$ cat src/rtl/sync_fifo_if.sv
// Producer/consumer handshake bundle for sync_fifo.
interface sync_fifo_if #(
  parameter int unsigned DATA_WIDTH = 8
);
  logic                  write_en;
  logic                  read_en;
  logic [DATA_WIDTH-1:0] data_in;
  logic [DATA_WIDTH-1:0] data_out;
  logic                  empty;
  logic                  full;

  // Side that issues requests and consumes status/read data.
  modport master (
    output write_en,
    output read_en,
    output data_in,
    input  data_out,
    input  empty,
    input  full
  );

  // FIFO side.
  modport slave (
    input  write_en,
    input  read_en,
    input  data_in,
    output data_out,
    output empty,
    output full
  );
endinterface

$ cat src/rtl/sync_fifo.sv
// Single-clock FIFO with registered read data and pointer-decoded flags.
// Pointers carry one extra wrap bit so full and empty are distinguishable.
module sync_fifo #(
  parameter int unsigned DATA_WIDTH = 8,
  parameter int unsigned DEPTH      = 8,
  parameter int unsigned ADDR_WIDTH = 3
) (
  input  logic        clk,
  input  logic        rst_n,
  sync_fifo_if.slave  bus
);

  localparam int unsigned PTR_WIDTH = ADDR_WIDTH + 1;

  logic [DATA_WIDTH-1:0] r_mem [DEPTH];
  logic [PTR_WIDTH-1:0]  r_wr_ptr;
  logic [PTR_WIDTH-1:0]  r_rd_ptr;
  logic [DATA_WIDTH-1:0] r_data_out;

  logic w_empty;
  logic w_full;
  logic w_rd_accept;
  logic w_wr_accept;

  // Status flags decoded straight from the registered pointers.
  assign w_empty = (r_wr_ptr == r_rd_ptr);
  assign w_full  = (r_wr_ptr[ADDR_WIDTH] != r_rd_ptr[ADDR_WIDTH]) &&
                   (r_wr_ptr[ADDR_WIDTH-1:0] == r_rd_ptr[ADDR_WIDTH-1:0]);

  // A read frees a slot this cycle, so a write into a full FIFO may proceed alongside it.
  assign w_rd_accept = bus.read_en && !w_empty;
  assign w_wr_accept = bus.write_en && (!w_full || w_rd_accept);

  assign bus.data_out = r_data_out;
  assign bus.empty    = w_empty;
  assign bus.full     = w_full;

  // Storage array: written on accepted writes, never cleared.
  always_ff @(posedge clk) begin
    if (!rst_n && w_wr_accept) begin
      r_mem[r_wr_ptr[ADDR_WIDTH-1:0]] <= bus.data_in;
    end
  end

  // Pointer and read-data registers; reset takes priority over any request.
  always_ff @(posedge clk) begin
    if (rst_n) begin
      r_wr_ptr   <= '0;
      r_rd_ptr   <= '0;
      r_data_out <= '0;
    end else begin
      if (w_wr_accept) begin
        r_wr_ptr <= r_wr_ptr + PTR_WIDTH'(1);
      end
      if (w_rd_accept) begin
        r_data_out <= r_mem[r_rd_ptr[ADDR_WIDTH-1:0]];
        r_rd_ptr   <= r_rd_ptr + PTR_WIDTH'(1);
      end
    end
  end

endmodule

$ cat src/flat_wrapper.sv
// flat-port wrapper written by rule: the top's interface ports become plain ports
module sync_fifo_flat 
#(
  parameter int unsigned DATA_WIDTH = 8,
  parameter int unsigned DEPTH      = 8,
  parameter int unsigned ADDR_WIDTH = 3
)
  (clk, rst_n, bus_write_en, bus_read_en, bus_data_in, bus_data_out, bus_empty, bus_full);
  sync_fifo_if #(.DATA_WIDTH(DATA_WIDTH)) bus_i ();
  input  logic clk;
  input  logic rst_n;
  input wire logic [$bits(bus_i.write_en)-1:0] bus_write_en;
  input wire logic [$bits(bus_i.read_en)-1:0] bus_read_en;
  input wire logic [$bits(bus_i.data_in)-1:0] bus_data_in;
  output wire logic [$bits(bus_i.data_out)-1:0] bus_data_out;
  output wire logic [$bits(bus_i.empty)-1:0] bus_empty;
  output wire logic [$bits(bus_i.full)-1:0] bus_full;
  assign bus_i.write_en = bus_write_en;
  assign bus_i.read_en = bus_read_en;
  assign bus_i.data_in = bus_data_in;
  assign bus_data_out = bus_i.data_out;
  assign bus_empty = bus_i.empty;
  assign bus_full = bus_i.full;
  sync_fifo #(.DATA_WIDTH(DATA_WIDTH), .DEPTH(DEPTH), .ADDR_WIDTH(ADDR_WIDTH)) u_core (.clk(clk), .rst_n(rst_n), .bus(bus_i));
endmodule
$ cat config.mk
export PLATFORM = sky130hd
export DESIGN_NAME = sync_fifo_flat
export DESIGN_NICKNAME = d
export VERILOG_FILES = /design/src/rtl/sync_fifo_if.sv /design/src/rtl/sync_fifo.sv /design/src/flat_wrapper.sv
export SDC_FILE = /design/constraint.sdc
export NUM_CORES = 1
export LEC_CHECK = 0
export CAP_MARGIN = 0
export CORE_MARGIN = 1
export CORE_UTILIZATION = 40
export DETAILED_ROUTE_END_ITERATION = 6
export HOLD_SLACK_MARGIN = 0.1
export SKIP_LAST_GASP = 1
export SLEW_MARGIN = 20
export SYNTH_ARGS = -nofsm -noshare
export SYNTH_HDL_FRONTEND = slang
export SYNTH_SLANG_ARGS = --single-unit
$ cat constraint.sdc
create_clock -name clk -period 2.2 [get_ports clk]
set_input_delay 0.22 -clock clk [delete_from_list [all_inputs] [get_ports clk]]
set_output_delay 0.22 -clock clk [all_outputs]
set_load 0.02 [all_outputs]
==> out/qor.txt, run 1 <==
outcome -> finished, final reports clean
CTS Buf Count -> 9
sequential element share of the synthesized area -> 68.6%
CTS Sinks -> 80
fraction of layout cells with a size suffix above 1 -> 22.6%
final setup vio count -> 0
synthesized cell area -> 3270 µm²
overall routing resource usage -> 16.0%
Ys Warns -> 0
via count -> 1808
clk_lat worst skew -> 0.35 ns
Die Ht -> 92.4 µm
DRC viols -> 0
clk slew on worst S/H paths -> 0.08 ns
startpoint types -> register
deepest clock path buffer count -> 2
placed cell areas -> 3720 µm²
Cell Chain, Critical Path -> xor2_1 > or4_1 > inv_1 > dlygate4sd2_1
antenna-violating nets left -> 0
Horiz. Die Dim -> 92.4 µm
Final Util -> 50.9%
Mapped Avg Cell Area -> 16.9 µm²
H-tree levels -> 3
Initial Utilization -> 41.9%
r2r setup slk -> 0.17 ns
first-pass GRT wire length -> 9690 µm
most frequent cells in the layout -> 64 x edfxtp_1, 24 x buf_4, 19 x clkdlybuf4s50_1, 16 x dfxtp_1, 13 x mux4_2
CP Data Arrival Time -> 1.88 ns
Die ar. -> 8540 µm²
setup ws final -> 0.0968 ns
hold path depth -> 1
worst hold path class -> reg2reg
Core Footprint -> 7810 µm²
hold path endpoint -> u_core.bus.data_out[7]$_SDFFE_PP0P_
worst vdd ir -> 579 µV
met1 WL -> 2820 µm
DR vias/cell -> 5.24
Post-synth EDFFs -> 64
largest net degree at the start of global routing -> 20
fin nets -> 252
Placer Congestion -> 0.767
top sig layer -> met4
crit end category -> output port
Slew Limit Fails -> 0
Power Density -> 942 nW/µm²
design area -> 3970 µm²
ys async rst share -> 0%
DP HPWL -> 4120 µm
static leakage -> 1.34 nW
crit share post-route -> 95.6%
I/O pins -> 22
commonest non-fill, non-tap cell in the layout -> edfxtp_1
net count after synthesis -> 208
Syn Inst Count -> 194
met3 routed WL -> 261 µm
global route overflow -> 0
CP peak stage delay -> 0.60 ns
Req. time, crit path -> 1.98 ns
#FFs+latches synth -> 80
Max stage delay cell, worst path -> or4_1
Max-Cap Viols -> 0
Finished Layout Cells -> 345
Main synth FF type -> edfxtp_1
DRT iter0 DRCs -> 54
reg2reg path depth -> 5
setup TNS -> 0 ns
CP Class -> reg2out
num rows -> 32
initial antenna violation count -> 0
hold path start -> u_core.bus.data_out[7]$_SDFFE_PP0P_
Slew @ Worst Pin -> 0.995 ns
met2 WL post-DR -> 3080 µm
Fin. Hold Viols -> 0
Ant. Diodes -> 0
TritonCTS clock tree -> yes
fill cell count -> 655
Port-buffer cells -> 21
RSZ-0062 raised after global routing -> no
placed cells -> 329
crit-path max FO -> 4
DR pass1 iterations -> 4
hold_buf cts -> 0
Highest Clock Rate -> 475 MHz
Placement Setup Slack -> 0.204 ns
area delta synth->final -> 21.5%
drt wl/cell -> 18.0 µm
reg2reg start -> u_core.r_wr_ptr[2]$_SDFFE_PP0P_
Tmin final -> 2.10 ns
Setup Skew -> 0.0124 ns
CTS root buf -> clkbuf_8
Slew headroom -> 32.8%
DRT Wirelength -> 6210 µm
R2R Path End -> u_core.r_mem[1][0]$_DFFE_PP_
Yosys cell types -> 41
vias in the first global route -> 1775
synthesized netlist by cell type, types with 2 or more instances:
master,count,area (µm²)
xor2_1,5,43.8
nand2_1,6,22.5
edfxtp_1,64,1920
ha_1,2,25.0
nor2_1,8,30.0
nor3b_1,2,15.0
or4_1,3,22.5
a21oi_1,3,15.0
inv_1,6,22.5
buf_6,2,22.5
dfxtp_1,16,320
buf_2,2,10.0
o2bb2ai_1,8,70.1
nor3_1,4,20.0
nand3_1,6,30.0
clkbuf_1,6,22.5
a31oi_1,2,12.5
mux4_2,13,293
or4b_1,2,20.0
mux4_1,3,78.8
mux2i_1,9,90.1
o211ai_1,3,22.5
how the worst max path moves through the flow:
| stage | start | cells past startpoint | end | slack (ns) |
|---|---|---|---|---|
| final | u_core.r_wr_ptr[2]$_SDFFE_PP0P_ | 4 | bus_full | 0.1 |
| after global routing | u_core.r_wr_ptr[3]$_SDFFE_PP0P_ | 4 | bus_full | 0.009 |
| after CTS | u_core.r_wr_ptr[2]$_SDFFE_PP0P_ | 4 | bus_full | 0.07 |
| after detailed placement | u_core.r_wr_ptr[2]$_SDFFE_PP0P_ | 4 | bus_full | 0.20 |
| after global placement | u_core.r_wr_ptr[2]$_SDFFE_PP0P_ | 4 | bus_full | 0.21 |
| after floorplan | u_core.r_rd_ptr[1]$_SDFFE_PP0P_ | 6 | u_core.r_mem[1][0]$_DFFE_PP_ | 0.09 |
flip-flops by register name, summed over array words and instances, names as in the netlist:
name,cells
u_core.r_rd_ptr,4
u_core.bus.data_out,8
u_core.r_wr_ptr,4
u_core.r_mem,64
critical path, delay by kind of cell (launching register included):
kind	cells	cell delay, ns
and+or+nand+nor	1	0.60
buffers and inverters	2	0.43
DFF	1	0.33
xor gates and xnor gates	1	0.17
cells by family after synthesis:
logic type	share of synthesized area, %
AOI/OAI and AO/OA	5.36
adders and majority gates	0.765
xor gates and xnor gates	1.61
DFF	68.6
and+or+nand+nor	6.93
buffers and inverters	2.64
muxes	14.1
layout make-up:
class / count / area [µm²] / area share, %
clock buffers: 10 / 138 / 3.46
flip-flops and latches: 80 / 2240 / 56.4
well taps: 102 / 128 / 3.21
multi-input cells: 96 / 941 / 23.7
clock inverters: 6 / 115 / 2.90
repair buffers: 45 / 388 / 9.76
inverters: 6 / 22.5 / 0.567
layer usage:
layer	global-route usage [%]	vias up
met5	0	-
met4	5.08	0
met3	4.84	5
met2	25.7	32
met1	20.8	901
li1	-	870
power breakdown:
| group | total [mW] | leakage, nW | internal (mW) | switching [mW] |
|---|---|---|---|---|
| registers | 1.75 | 0.709 | 1.71 | 0.0386 |
| clock network | 1.31 | 0.123 | 0.790 | 0.520 |
| logic | 0.681 | 0.512 | 0.321 | 0.360 |
metrics by stage:
step	hold slack [ns]	power (mW)
floorplan	0.319	2.20
global placement	0.446	2.48
detailed placement	0.452	2.48
CTS	0.474	3.78
global route	0.483	3.89
finish	0.468	3.74
what timing repair did:
action / CTS / global route
gates resized for setup: 2 / 0
buffers inserted: 0 / 0
setup endpoints to repair: 2 / 0
Power figures use the tool's default switching activity.
==> run 2: changes to the inputs <==
--- a/config.mk
+++ b/config.mk
@@ -10,8 +10,10 @@
 export CORE_UTILIZATION = 40
 export DETAILED_ROUTE_END_ITERATION = 6
 export HOLD_SLACK_MARGIN = 0.1
+export PLACE_DENSITY = 0.65
 export SKIP_LAST_GASP = 1
 export SLEW_MARGIN = 20
 export SYNTH_ARGS = -nofsm -noshare
 export SYNTH_HDL_FRONTEND = slang
 export SYNTH_SLANG_ARGS = --single-unit
+export TNS_END_PERCENT = 10
==> run 2 against run 1 <==
Against the previous run:
- total power shrank 6.5%
- register-to-register slack hardly changed
- hold slack gained 0.0025 ns
- maximum frequency down 1.4%
- critical endpoint unchanged
==> out/qor.txt, run 2 (synthesis gave the netlist of run 1 again) <==
startpoint types -> register
fill cell count -> 656 (+0.15%)
Req. time, crit path -> 1.98 ns (about the same)
largest net degree at the start of global routing -> 20 (unchanged)
commonest non-fill, non-tap cell in the layout -> edfxtp_1
design area -> 3900 µm² (-1.8%)
hold path start -> u_core.bus.data_out[7]$_SDFFE_PP0P_
clk_lat worst skew -> 0.36 ns (about the same)
hold_buf cts -> 0 (unchanged)
DP HPWL -> 4150 µm (+0.69%)
DR vias/cell -> 5.27 (+0.49%)
outcome -> finished, final reports clean
Slew headroom -> 32.6% (-0.14 points)
reg2reg start -> u_core.r_rd_ptr[2]$_SDFFE_PP0P_
Post-CTS Setup Bufs -> 0 (unchanged)
initial antenna violation count -> 0 (unchanged)
final setup vio count -> 0 (unchanged)
Placer Congestion -> 0.715 (-6.8%)
antenna-violating nets left -> 0 (unchanged)
Setup Skew -> 0.0168 ns (+0.00434 ns)
I/O pins -> 22 (unchanged)
DRT Wirelength -> 6260 µm (+0.76%)
Max-Cap Viols -> 0 (unchanged)
via count -> 1801 (-0.39%)
crit-path max FO -> 4 (unchanged)
setup TNS -> 0 ns (unchanged)
clk slew on worst S/H paths -> 0.09 ns (about the same)
Fin. Hold Viols -> 0 (unchanged)
hold path depth -> 1 (unchanged)
DR pass1 iterations -> 4 (unchanged)
num rows -> 32 (unchanged)
TritonCTS clock tree -> yes
Tmin final -> 2.13 ns (+0.0297 ns)
drt wl/cell -> 18.3 µm (+1.6%)
Highest Clock Rate -> 469 MHz (-1.4%)
Die ar. -> 8540 µm² (unchanged)
worst vdd ir -> 480 µV (-17%)
R2R Path End -> u_core.r_mem[0][4]$_DFFE_PP_
fin nets -> 249 (-1.2%)
static leakage -> 1.31 nW (-2.3%)
Slew @ Worst Pin -> 0.998 ns (+0.00209 ns)
global route overflow -> 0 (unchanged)
vias in the first global route -> 1852 (+4.3%)
RSZ-0062 raised after global routing -> yes
Port-buffer cells -> 21 (unchanged)
H-tree levels -> 3 (unchanged)
Power Density -> 898 nW/µm² (-4.7%)
DRT iter0 DRCs -> 121 (+120%)
first-pass GRT wire length -> 9850 µm (+1.6%)
deepest clock path buffer count -> 2 (unchanged)
PnR Total Power -> 3.50 mW (-6.5%)
r2r setup slk -> 0.18 ns (about the same)
crit end category -> output port
Horiz. Die Dim -> 92.4 µm (unchanged)
Core Footprint -> 7810 µm² (unchanged)
Slew Limit Fails -> 0 (unchanged)
reg2reg path depth -> 5 (unchanged)
most frequent cells in the layout -> 64 x edfxtp_1, 21 x buf_4, 19 x clkdlybuf4s50_1, 15 x dfxtp_1, 13 x mux4_2
fraction of layout cells with a size suffix above 1 -> 21.7% (-0.97 points)
CTS Sinks -> 80 (unchanged)
CTS root buf -> clkbuf_8
CTS Buf Count -> 9 (unchanged)
Initial Utilization -> 41.9% (unchanged)
hold path endpoint -> u_core.bus.data_out[7]$_SDFFE_PP0P_
crit share post-route -> 97.0% (+1.4 points)
placed cell areas -> 3700 µm² (-0.60%)
CP Class -> reg2out
CP Data Arrival Time -> 1.91 ns (+0.03 ns)
max FFs per register -> 64 (unchanged)
Die Ht -> 92.4 µm (unchanged)
worst hold path class -> reg2reg
DRC viols -> 0 (unchanged)
area delta synth->final -> 19.3%
overall routing resource usage -> 16.2% (+0.24 points)
Ant. Diodes -> 0 (unchanged)
-- run 2: changes by cell type in the layout (fill, tap and decap cells not counted) --
cell	delta
buf_4	-3
bufinv_16	-2
clkbuf_1	+1
clkinv_2	+2
dfxtp_1	-1
dfxtp_2	+1
dlygate4sd2_1	-1
dlymetal6s2s_1	+1
inv_6	-1
-- run 2: worst max-delay path by stage --
stage | startpoint | to | slack [ns] | cells after the start
after CTS | u_core.r_rd_ptr[2]$_SDFFE_PP0P_ | bus_empty | -0.11 | 4
after global placement | u_core.r_wr_ptr[2]$_SDFFE_PP0P_ | bus_full | 0.20 | 4
after floorplan | u_core.r_rd_ptr[1]$_SDFFE_PP0P_ | u_core.r_mem[1][0]$_DFFE_PP_ | 0.09 | 6
final | u_core.r_rd_ptr[2]$_SDFFE_PP0P_ | bus_full | 0.07 | 4
after detailed placement | u_core.r_wr_ptr[2]$_SDFFE_PP0P_ | bus_full | 0.18 | 4
after global routing | u_core.r_rd_ptr[2]$_SDFFE_PP0P_ | bus_full | -0.001 | 4
-- run 2: repair_timing --
item                                    in CTS  in global routing
cloned                                       0                  0
endpoints found under the setup margin       2                  2
gates resized for setup                      2                  1
pin swaps                                    0                  0
-- run 2: area by class of cell --
type	instances	area (µm²)	share of cell area, %
tap	102	128	3.27
clock inverter	5	56.3	1.44
timing repair buffer	42	369	9.46
sequential	80	2240	57.5
inverter	6	22.5	0.577
clock buffer	11	141	3.62
multi-input combinational	96	941	24.1
-- run 2: power by group --
part,switching (mW),internal (mW)
registers,0.0380,1.71
logic,0.364,0.319
clock network,0.514,0.553
-- run 2: per-layer routing --
layer  vias up  GRT usage, %  part of all wire [%]
li1        858             -                     -
met1       905          20.9                    47
met2        30          25.4                    48
met3         8          4.84                   3.6
met4         0          7.42                   1.9
met5         -             0                     0
-- run 2: critical path, cell delays in order, from the launching register on --
cell	delay (ns)
dfxtp_1	0.33
xor2_1	0.16
or4_1	0.62
inv_1	0.11
dlygate4sd2_1	0.33
-- run 2: stage by stage --
step           setup WS, ns  hold slack [ns]  cells  util, %
6_report             0.0671            0.470    342     50.0
5_1_grt            -0.00120            0.491    342     50.0
4_1_cts              -0.113            0.474    342     49.9
3_5_place_dp          0.180            0.451    326     47.4
3_3_place_gp          0.202            0.445    326     47.4
2_1_floorplan        0.0896            0.319    194        -
==> run 3: changes to the inputs <==
==> constraint.sdc (replaced) <==
create_clock -name clk -period 2.2 [get_ports clk]
set_input_delay 0.44 -clock clk [delete_from_list [all_inputs] [get_ports clk]]
set_output_delay 0.44 -clock clk [all_outputs]
set_load 0.02 [all_outputs]
==> run 3 against run 2 <==
Against the previous run:
- largest power group unchanged
- sequential power barely moved
- sequential share of layout area decreased by 0.47 points
- hold slack got worse by 0.0064 ns
- wire length is 1.6% lower
- non-clock buffer count up 3
- die area is the same
- highest routed layer unchanged
- combinational power hardly changed
==> out/qor.txt, run 3 (synthesis gave the netlist of run 1 again) <==
Core Footprint -> 7810 µm² (unchanged)
Placement Setup Slack -> 0.0191 ns (-0.161 ns)
CP top delay family -> simple AND/OR/NAND/NOR gates
static leakage -> 1.32 nW (+0.23%)
Die ar. -> 8540 µm² (unchanged)
Comb power frac -> 19.1% (-0.4 points)
num rows -> 32 (unchanged)
CTS Sinks -> 80 (unchanged)
DR pass1 iterations -> 5 (+1)
crit share post-route -> 99.1% (+2.1 points)
fill cell count -> 684 (+4.3%)
Port-buffer cells -> 21 (unchanged)
Highest Clock Rate -> 459 MHz (-2.1%)
clk slew on worst S/H paths -> 0.08 ns (about the same)
CP peak stage delay -> 0.58 ns (-0.04 ns)
crit-path max FO -> 3 (-1)
DRT iter0 DRCs -> 146 (+21%)
CP Data Arrival Time -> 1.74 ns (-0.17 ns)
Slew headroom -> 35.2% (+2.6 points)
setup TNS -> 0 ns (unchanged)
fraction of layout cells with a size suffix above 1 -> 22.6% (+0.97 points)
crit end category -> output port
Net Sw Power -> 0.898 mW (-2.0%)
Pint -> 2.67 mW (+3.2%)
DR vias/cell -> 5.37 (+2.0%)
initial antenna violation count -> 0 (unchanged)
Horiz. Die Dim -> 92.4 µm (unchanged)
Max stage delay cell, worst path -> or4_1
hold path depth -> 1 (unchanged)
CP Buf/Inv Count -> 2 (unchanged)
Switching Fraction -> 25.2% (-0.98 points)
sequential cell area -> 2240 µm² (about the same)
RSZ-0062 raised after global routing -> yes
deepest clock path buffer count -> 2 (unchanged)
final setup vio count -> 0 (unchanged)
hold path start -> u_core.bus.data_out[5]$_SDFFE_PP0P_
Ant. Diodes -> 0 (unchanged)
Max-Cap Viols -> 0 (unchanged)
H-tree levels -> 3 (unchanged)
commonest non-fill, non-tap cell in the layout -> edfxtp_1
reg2reg path depth -> 7 (+2)
setup ws final -> 0.0207 ns (-0.0463 ns)
antenna-violating nets left -> 0 (unchanged)
DRT Wirelength -> 6160 µm (-1.6%)
outcome -> finished, final reports clean
TritonCTS clock tree -> yes
Fin. Hold Viols -> 0 (unchanged)
Die Ht -> 92.4 µm (unchanged)
via count -> 1853 (+2.9%)
Initial Utilization -> 41.9% (unchanged)
vias in the first global route -> 1787 (-3.5%)
most frequent cells in the layout -> 64 x edfxtp_1, 24 x buf_4, 19 x clkdlybuf4s50_1, 16 x dfxtp_1, 13 x mux4_2
first-pass GRT wire length -> 9630 µm (-2.2%)
I/O pins -> 22 (unchanged)
global route overflow -> 0 (unchanged)
Placer Congestion -> 0.727 (+1.7%)
Reg power frac -> 49.1% (-0.9 points)
CTS root buf -> clkbuf_8
Slew Limit Fails -> 0 (unchanged)
worst hold path class -> reg2reg
reg2reg start -> u_core.r_wr_ptr[2]$_SDFFE_PP0P_
worst hold margin -> 0.464 ns (-0.00645 ns)
CP Class -> reg2out
hold_buf cts -> 0 (unchanged)
max FFs per register -> 64 (unchanged)
Clock Power Share -> 31.8% (+1.3 points)
drt wl/cell -> 17.9 µm (-2.5%)
overall routing resource usage -> 15.6% (-0.64 points)
fin nets -> 252 (+1.2%)
Slew @ Worst Pin -> 0.959 ns (-0.0385 ns)
clk_lat worst skew -> 0.34 ns (-0.02 ns)
Cell Chain, Critical Path -> xor2_1 > or4_1 > inv_1 > clkdlybuf4s15_2
startpoint types -> register
r2r setup slk -> 0.14 ns (-0.04 ns)
Tmin final -> 2.18 ns (+0.0463 ns)
area delta synth->final -> 20.2%
largest net degree at the start of global routing -> 20 (unchanged)
hold path endpoint -> u_core.bus.data_out[5]$_SDFFE_PP0P_
Req. time, crit path -> 1.76 ns (-0.22 ns)
CTS Buf Count -> 9 (unchanged)
R2R Path End -> u_core.r_mem[0][6]$_DFFE_PP_
area of the multi-input gates -> 941 µm² (unchanged)
DRC viols -> 0 (unchanged)
worst vdd ir -> 432 µV (-10%)
Power Density -> 907 nW/µm² (+1.0%)
Setup Skew -> 0.00840 ns (-0.00835 ns)
DP HPWL -> 3980 µm (-4.3%)
run 3: cell count changes in the layout (fill, tap and decap cells not counted):
cell	previous run	this run
dlygate4sd2_1	1	0
buf_4	21	24
clkinvlp_4	1	2
bufinv_16	1	2
dlymetal6s2s_1	1	0
dfxtp_1	15	16
buf_2	0	1
clkinv_2	2	1
clkbuf_8	10	9
clkinv_1	0	1
clkinv_4	1	0
clkdlybuf4s15_2	0	1
dfxtp_2	1	0
run 3: worst max path at each step:
stage	startpoint	endpoint	slack, ns	cells after the start
after floorplan	bus_write_en	u_core.r_mem[1][0]$_DFFE_PP_	0.06	4
after global placement	u_core.r_wr_ptr[2]$_SDFFE_PP0P_	bus_full	0.04	4
after detailed placement	u_core.r_wr_ptr[2]$_SDFFE_PP0P_	bus_full	0.02	4
after CTS	u_core.r_wr_ptr[2]$_SDFFE_PP0P_	bus_full	-0.03	4
after global routing	u_core.r_wr_ptr[1]$_SDFFE_PP0P_	bus_empty	-0.06	4
final	u_core.r_wr_ptr[2]$_SDFFE_PP0P_	bus_empty	0.02	4
run 3: final cells by class:
| type | count | share of cell area [%] |
|---|---|---|
| clock buffer | 10 | 3.25 |
| clock inverter | 6 | 2.13 |
| timing repair buffer | 45 | 9.83 |
| tap | 102 | 3.25 |
| sequential | 80 | 57.0 |
| inverter | 6 | 0.573 |
| multi-input combinational | 96 | 23.9 |
run 3: per-layer routing:
layer | vias up | track usage [%] | routed length [µm]
met3 | 14 | 4.43 | 333
met1 | 927 | 21.5 | 2860
met2 | 51 | 23.5 | 2860
met5 | - | 0 | 0
met4 | 0 | 5.86 | 97
li1 | 861 | - | -
run 3: timing repair:
action,4_1_cts,5_1_grt
resized for setup,6,1
pin swaps,0,1
setup buffers,0,1
endpoints found under the setup margin,2,34
run 3: power by group through the flow:
stage / clock (mW) / sequential [mW] / combinational [mW]
2_1_floorplan: 0 / 1.83 / 0.373
3_3_place_gp: 0 / 1.78 / 0.687
3_5_place_dp: 0 / 1.78 / 0.690
4_1_cts: 1.16 / 1.75 / 0.688
5_1_grt: 1.21 / 1.76 / 0.738
6_report: 1.13 / 1.75 / 0.682
run 3: through the flow:
step           utilization (%)  cell area [µm²]  total power [mW]  instances
4_1_cts                   50.3             3930              3.60        344
3_5_place_dp              47.6             3720              2.47        328
3_3_place_gp              47.6             3720              2.47        328
6_report                  50.4             3930              3.57        345
5_1_grt                   50.4             3930              3.71        345
2_1_floorplan                -             3270              2.20        194
